File: config.mk
export PLATFORM = sky130hd
export DESIGN_NAME = jtframe_db15_rd_flat
export DESIGN_NICKNAME = d
export VERILOG_FILES = /design/src/rtl/jtframe_db15_rd_if.sv /design/src/rtl/jtframe_db15_rd.sv /design/src/flat_wrapper.sv
export SDC_FILE = /design/constraint.sdc
export NUM_CORES = 1
export LEC_CHECK = 0
export BUFFER_PORTS_ARGS = -buffer_cell sky130_fd_sc_hd__buf_2
export CORE_MARGIN = 4
export CORE_UTILIZATION = 35
export CTS_CLUSTER_DIAMETER = 30
export DETAILED_ROUTE_END_ITERATION = 10
export HOLD_SLACK_MARGIN = 0.06
export SLEW_MARGIN = 25
export SYNTH_ARGS = -nofsm -noshare
export SYNTH_HDL_FRONTEND = slang
export SYNTH_SLANG_ARGS = --single-unit
File: constraint.sdc
create_clock -name clk -period 2.7 [get_ports clk]
set_input_delay 0.405 -clock clk [delete_from_list [all_inputs] [get_ports clk]]
set_output_delay 0.405 -clock clk [all_outputs]
set_load 0.005 [all_outputs]
File: src/rtl/jtframe_db15_rd_if.sv
// rtl/jtframe_db15_rd_if.sv - DB15 adapter pins and published joystick words
//
// Purpose : bundles the serial adapter pins and the decoded joystick outputs.
// Signals : JOY_DATA  serial data from the adapter (active-low buttons)
//           JOY_CLK   shift clock to the adapter
//           JOY_LOAD  parallel-load strobe to the adapter (active low)
//           joystick1 player 1 word, active high
//           joystick2 player 2 word, active high
//           upd       one-cycle pulse when joystick1/2 take new values
// master  : the reader; slave : the adapter side / consumer.
interface jtframe_db15_rd_if;
    logic        JOY_DATA;
    logic        JOY_CLK;
    logic        JOY_LOAD;
    logic [15:0] joystick1;
    logic [15:0] joystick2;
    logic        upd;

    modport master (
        input  JOY_DATA,
        output JOY_CLK,
        output JOY_LOAD,
        output joystick1,
        output joystick2,
        output upd
    );

    modport slave (
        output JOY_DATA,
        input  JOY_CLK,
        input  JOY_LOAD,
        input  joystick1,
        input  joystick2,
        input  upd
    );
endinterface

File: src/rtl/jtframe_db15_rd.sv
// rtl/jtframe_db15_rd.sv - DB15 arcade-stick serial reader (two 16-bit 74HC165 chains)
//
// Purpose : periodically loads and shifts out the adapter's 32-bit button chain
//           and publishes two active-high joystick words atomically per scan.
// Ports   : clk    system clock
//           rst_n  asynchronous active-low reset
//           db     jtframe_db15_rd_if.master (JOY_DATA in; JOY_CLK, JOY_LOAD,
//                  joystick1, joystick2, upd out)
module jtframe_db15_rd #(
    parameter int CLKDIV    = 8,
    parameter int GAP_TICKS = 64
) (
    input  logic                clk,
    input  logic                rst_n,
    jtframe_db15_rd_if.master   db
);

    typedef enum logic [2:0] {
        ST_GAP,
        ST_LOAD,
        ST_SAMP,
        ST_CLKH,
        ST_DONE
    } state_t;

    state_t      state_q, state_d;
    logic [7:0]  hcnt_q, hcnt_d;
    logic [15:0] gcnt_q, gcnt_d;
    logic [4:0]  bitcnt_q, bitcnt_d;
    logic [31:0] sr_q, sr_d;
    logic        joy_clk_q, joy_clk_d;
    logic        joy_load_q, joy_load_d;
    logic [15:0] joy1_q, joy1_d;
    logic [15:0] joy2_q, joy2_d;
    logic        upd_q, upd_d;
    logic [1:0]  sync_q;
    logic        tick;

    // JOY_DATA is asynchronous to clk; only sync_q[1] is ever consumed.
    always_ff @(posedge clk or negedge rst_n) begin
        if (!rst_n) begin
            sync_q <= 2'b11;
        end else begin
            sync_q <= {sync_q[0], db.JOY_DATA};
        end
    end

    assign tick = (hcnt_q == 8'(CLKDIV - 1));

    always_comb begin
        state_d    = state_q;
        hcnt_d     = tick ? 8'd0 : hcnt_q + 8'd1;
        gcnt_d     = gcnt_q;
        bitcnt_d   = bitcnt_q;
        sr_d       = sr_q;
        joy_clk_d  = joy_clk_q;
        joy_load_d = joy_load_q;
        joy1_d     = joy1_q;
        joy2_d     = joy2_q;
        upd_d      = 1'b0;

        case (state_q)
            ST_GAP: begin
                joy_clk_d  = 1'b0;
                joy_load_d = 1'b1;
                if (tick) begin
                    if (gcnt_q == 16'(GAP_TICKS - 1)) begin
                        gcnt_d     = 16'd0;
                        joy_load_d = 1'b0;
                        state_d    = ST_LOAD;
                    end else begin
                        gcnt_d = gcnt_q + 16'd1;
                    end
                end
            end
            ST_LOAD: begin
                if (tick) begin
                    joy_load_d = 1'b1;
                    bitcnt_d   = 5'd0;
                    state_d    = ST_SAMP;
                end
            end
            ST_SAMP: begin
                // Sample at the end of the low phase; the first bit shifted in
                // migrates down to sr[0] after all 32 shifts.
                if (tick) begin
                    sr_d      = {~sync_q[1], sr_q[31:1]};
                    joy_clk_d = 1'b1;
                    state_d   = ST_CLKH;
                end
            end
            ST_CLKH: begin
                if (tick) begin
                    joy_clk_d = 1'b0;
                    if (bitcnt_q == 5'd31) begin
                        state_d = ST_DONE;
                    end else begin
                        bitcnt_d = bitcnt_q + 5'd1;
                        state_d  = ST_SAMP;
                    end
                end
            end
            ST_DONE: begin
                // Single cycle; restarting hcnt keeps every scan phase-aligned
                // with the one that follows reset.
                joy1_d  = sr_q[15:0];
                joy2_d  = sr_q[31:16];
                upd_d   = 1'b1;
                gcnt_d  = 16'd0;
                hcnt_d  = 8'd0;
                state_d = ST_GAP;
            end
            default: begin
                state_d = ST_GAP;
            end
        endcase
    end

    always_ff @(posedge clk or negedge rst_n) begin
        if (!rst_n) begin
            state_q    <= ST_GAP;
            hcnt_q     <= 8'd0;
            gcnt_q     <= 16'd0;
            bitcnt_q   <= 5'd0;
            sr_q       <= 32'd0;
            joy_clk_q  <= 1'b0;
            joy_load_q <= 1'b1;
            joy1_q     <= 16'd0;
            joy2_q     <= 16'd0;
            upd_q      <= 1'b0;
        end else begin
            state_q    <= state_d;
            hcnt_q     <= hcnt_d;
            gcnt_q     <= gcnt_d;
            bitcnt_q   <= bitcnt_d;
            sr_q       <= sr_d;
            joy_clk_q  <= joy_clk_d;
            joy_load_q <= joy_load_d;
            joy1_q     <= joy1_d;
            joy2_q     <= joy2_d;
            upd_q      <= upd_d;
        end
    end

    assign db.JOY_CLK   = joy_clk_q;
    assign db.JOY_LOAD  = joy_load_q;
    assign db.joystick1 = joy1_q;
    assign db.joystick2 = joy2_q;
    assign db.upd       = upd_q;

endmodule

File: src/flat_wrapper.sv
// flat-port wrapper written by rule: the top's interface ports become plain ports
module jtframe_db15_rd_flat 
#(
    parameter int CLKDIV    = 8,
    parameter int GAP_TICKS = 64
)
  (clk, rst_n, db_JOY_DATA, db_JOY_CLK, db_JOY_LOAD, db_joystick1, db_joystick2, db_upd);
  jtframe_db15_rd_if db_i ();
  input  logic clk;
  input  logic rst_n;
  input wire logic [$bits(db_i.JOY_DATA)-1:0] db_JOY_DATA;
  output wire logic [$bits(db_i.JOY_CLK)-1:0] db_JOY_CLK;
  output wire logic [$bits(db_i.JOY_LOAD)-1:0] db_JOY_LOAD;
  output wire logic [$bits(db_i.joystick1)-1:0] db_joystick1;
  output wire logic [$bits(db_i.joystick2)-1:0] db_joystick2;
  output wire logic [$bits(db_i.upd)-1:0] db_upd;
  assign db_i.JOY_DATA = db_JOY_DATA;
  assign db_JOY_CLK = db_i.JOY_CLK;
  assign db_JOY_LOAD = db_i.JOY_LOAD;
  assign db_joystick1 = db_i.joystick1;
  assign db_joystick2 = db_i.joystick2;
  assign db_upd = db_i.upd;
  jtframe_db15_rd #(.CLKDIV(CLKDIV), .GAP_TICKS(GAP_TICKS)) u_core (.clk(clk), .rst_n(rst_n), .db(db_i));
endmodule
==> flow_summary.ini <==
[global_routing]
grt_pass1_vias = 3179
overflow = 0
grt_pass1_wl_um = 15100
grt_max_degree = 45
grt_usage_pct = 12.8
antenna_found_initial = 0

[power]
pwr-share-seq_pct = 53.7
p_sw_share_pct = 20.6
worst_ir_drop_vdd_uv = 384
power_switching_w = 0.000581
power.leakage_nw = 2.55
comb_power_share_pct = 1.3
power.density_mw_per_mm2 = 556
clockPowerShare_pct = 45.1
p_int_w = 0.00224

[place]
io_buffer_count = 37
gp_congestion = 0.795
hpwl_um = 6010
place_inst = 610

[flow_run]
max_cap_violations = 0

[synthesis]
synth_top_area_share_pct = 55.7
synth-seq-area-share_pct = 57.5
synthFlopType = dfrtp_1
synth_edf_count = 0
synth_nets = 422
synth_area_leaders = dfrtp_1 (56%), nand2_1 (9.1%), mux2_2 (7.9%), nand3_1 (1.9%), o21ai_0 (1.8%)
async_flop_share_pct = 100
syn_area_mm2 = 0.00440
yosys_register_bits = 101
yosys_warnings = 0
synth_cells = 415
syn_avg_cell_area_um2 = 10.6
synth_cell_type_count = 49
netlist.top_cell.by_area = dfrtp_1

[worst_setup_path]
crit_slowest_cell = or4b_4
arrival_ns = 2.52
cp.required_ns = 2.93
crit_path_max_incr_delay_ns = 0.54
critical_path.cell_chain = ha_1, or4b_4, nor4_4, nand2_2, buf_4, mux2_2
cp-start-kind = flop
worstRegToRegCells = 6
worstSetupPathType = flop to flop
path_max_fanout = 32
critPathCaptureType = flop

[drt]
routed_wl_um = 8710
avgViaCountPerCell = 4.86
wl_per_cell_um = 13.9
drt_iter0_drc = 110
vias = 3046
drtAntennaViolNets = 0
drt-pass1-iter-count = 4
route.detailed.drc = 0

[sta]
hold_viol = 0
drv_slew = 0
fmax_mhz = 436
post-route-min-period_ns = 2.29
setup_viol = 0
tightest_slew_ns = 0.752
maxSlewHeadroom_pct = 49.8
clock_skew_ns = 0.00822
tns_ns = 0
post-route-period-util_pct = 84.9
rsz0062_at_grt = false

[die]
pin_count = 38
die_y_um = 120
coreArea_mm2 = 0.0122
start_util_pct = 36.2
die-area_mm2 = 0.0144
core.rowCount = 40
die_w_um = 120

[status]
status = finished, final reports clean

[layout]
n_antenna_cell = 0
drive_gt1_share_pct = 22.7
area_growth_pct = 15.4
finalNonFillerCells = 627
nNetsFinal = 461
final_util_pct = 41.8

[clock_tree]
clk_latency_ns = 0.34
clkTransAtPathRegs_ns = 0.07
htree_levels = 3
numCtsBuffers = 9
cts_root_buf = clkbuf_16
cts_max_path_buffers = 2
post_cts_resized = 0
cts.sinks = 101
cts_tree = yes

[worst_hold_path]
min_delay_path_depth = 1
hp-class = input port to flop
-- cells by family after synthesis --
| group | after synthesis | synth area share [%] |
|---|---|---|
| and+or+nand+nor | 187 | 20.3 |
| xor gates and xnor gates | 8 | 1.59 |
| buffers and inverters | 27 | 2.98 |
| muxes | 32 | 8.16 |
| AOI/OAI and AO/OA | 56 | 8.33 |
| DFF | 101 | 57.5 |
| adders and majority gates | 4 | 1.14 |
-- layout make-up --
class / count / area (µm²)
inverters: 8 / 30.0
repair buffers: 47 / 278
flip-flops and latches: 101 / 2530
fillers: 1146 / 7080
clock buffers: 11 / 233
well taps: 168 / 210
clock inverters: 5 / 60.1
multi-input cells: 287 / 1740
-- power groups by stage --
| stage | clock network, W | logic [W] | registers, W |
|---|---|---|---|
| final | 0.00127 | 0.0000355 | 0.00152 |
| after global routing | 0.00138 | 0.0000429 | 0.00151 |
| after CTS | 0.00132 | 0.0000385 | 0.00151 |
| after detailed placement | 0 | 0.0000375 | 0.00154 |
| after floorplan | 0 | 0.0000000408 | 0.00154 |
| after global placement | 0 | 0.0000359 | 0.00154 |
-- sequential cells by signal (all words and copies together) (netlist names) --
signal,flops
u_core.db.JOY_LOAD,1
u_core.db.JOY_CLK,1
u_core.state_q,3
u_core.gcnt_q,16
u_core.sr_q,32
u_core.hcnt_q,8
u_core.sync_q,2
u_core.db.joystick2,16
u_core.bitcnt_q,5
u_core.db.joystick1,16
u_core.db.upd,1
-- synthesized netlist by cell type, types with 4 or more instances --
cell type	instances
dfrtp_1	98
mux2_2	31
nor2_1	16
nand4_1	4
ha_1	4
and3_1	11
o21ai_0	16
clkbuf_1	12
nor4_1	5
nand3_1	17
inv_1	7
xor2_1	5
nor3_1	5
a22o_1	5
nand2_1	107
a21oi_1	8
a31oi_1	9
-- cells in the final DEF, fill, tap and decap left out, types with 4 or more instances in the layout --
cell type,netlist,final
inv_1,7,7
dfrtp_1,98,98
nand2_1,107,107
mux2_2,31,31
a22o_1,5,5
buf_4,1,9
a21oi_1,8,8
a31oi_1,9,9
nor4_1,5,5
xor2_1,5,5
and3_1,11,11
buf_2,3,36
o21ai_0,16,16
ha_1,4,4
nand3_1,17,17
clkbuf_16,0,9
nor2_1,16,16
nand4_1,4,4
nor3_1,5,5
-- path summary, 6_finish.rpt --
kind / end / slack, ns / start
setup reg to reg: u_core.sr_q[29] / 0.41 / u_core.hcnt_q[0]
hold reg to reg: u_core.sync_q[1] / 0.36 / u_core.sync_q[0]
max in group asynchronous: u_core.db.JOY_LOAD / 1.40 / rst_n
setup / recovery: u_core.sr_q[29] / 0.41 / u_core.hcnt_q[0]
hold / removal: u_core.sync_q[0] / 0.16 / db_JOY_DATA
min in group asynchronous: u_core.db.joystick2[10] / 0.56 / rst_n
-- what timing repair did --
| item | in CTS | in global routing |
|---|---|---|
| hold endpoints to repair | 35 | 0 |
| setup endpoints to repair | 0 | 0 |
| hold buffers | 1 | 0 |
| setup buffers | 0 | 0 |
-- through the flow --
| step | setup slack (ns) | hold WS (ns) | cell area [µm²] | power, W |
|---|---|---|---|---|
| 4_1_cts | 0.433 | 0.139 | 5080 | 0.00288 |
| 6_report | 0.409 | 0.155 | 5080 | 0.00282 |
| 5_1_grt | 0.312 | 0.130 | 5080 | 0.00294 |
| 3_5_place_dp | 0.446 | 0.348 | 4780 | 0.00158 |
| 2_1_floorplan | 0.654 | 0.109 | 4400 | 0.00154 |
| 3_3_place_gp | 0.506 | 0.345 | 4780 | 0.00158 |
-- critical path: cells and delay by family (launching register included) --
family | cells | cell delay (ns)
adders and majority gates | 1 | 0.26
and+or+nand+nor | 3 | 0.89
DFF | 1 | 0.42
muxes | 1 | 0.33
buffers and inverters | 1 | 0.26
-- metal layers --
metal | wire length, µm | GRT usage [%] | up-vias
met2 | 4190 | 20.8 | 57
met3 | 435 | 4.15 | 9
met1 | 3950 | 16.4 | 1460
met4 | 127 | 3.65 | 0
li1 | - | - | 1520
met5 | 0 | 0 | -
Note: power is estimated with default switching activity, not from simulation.
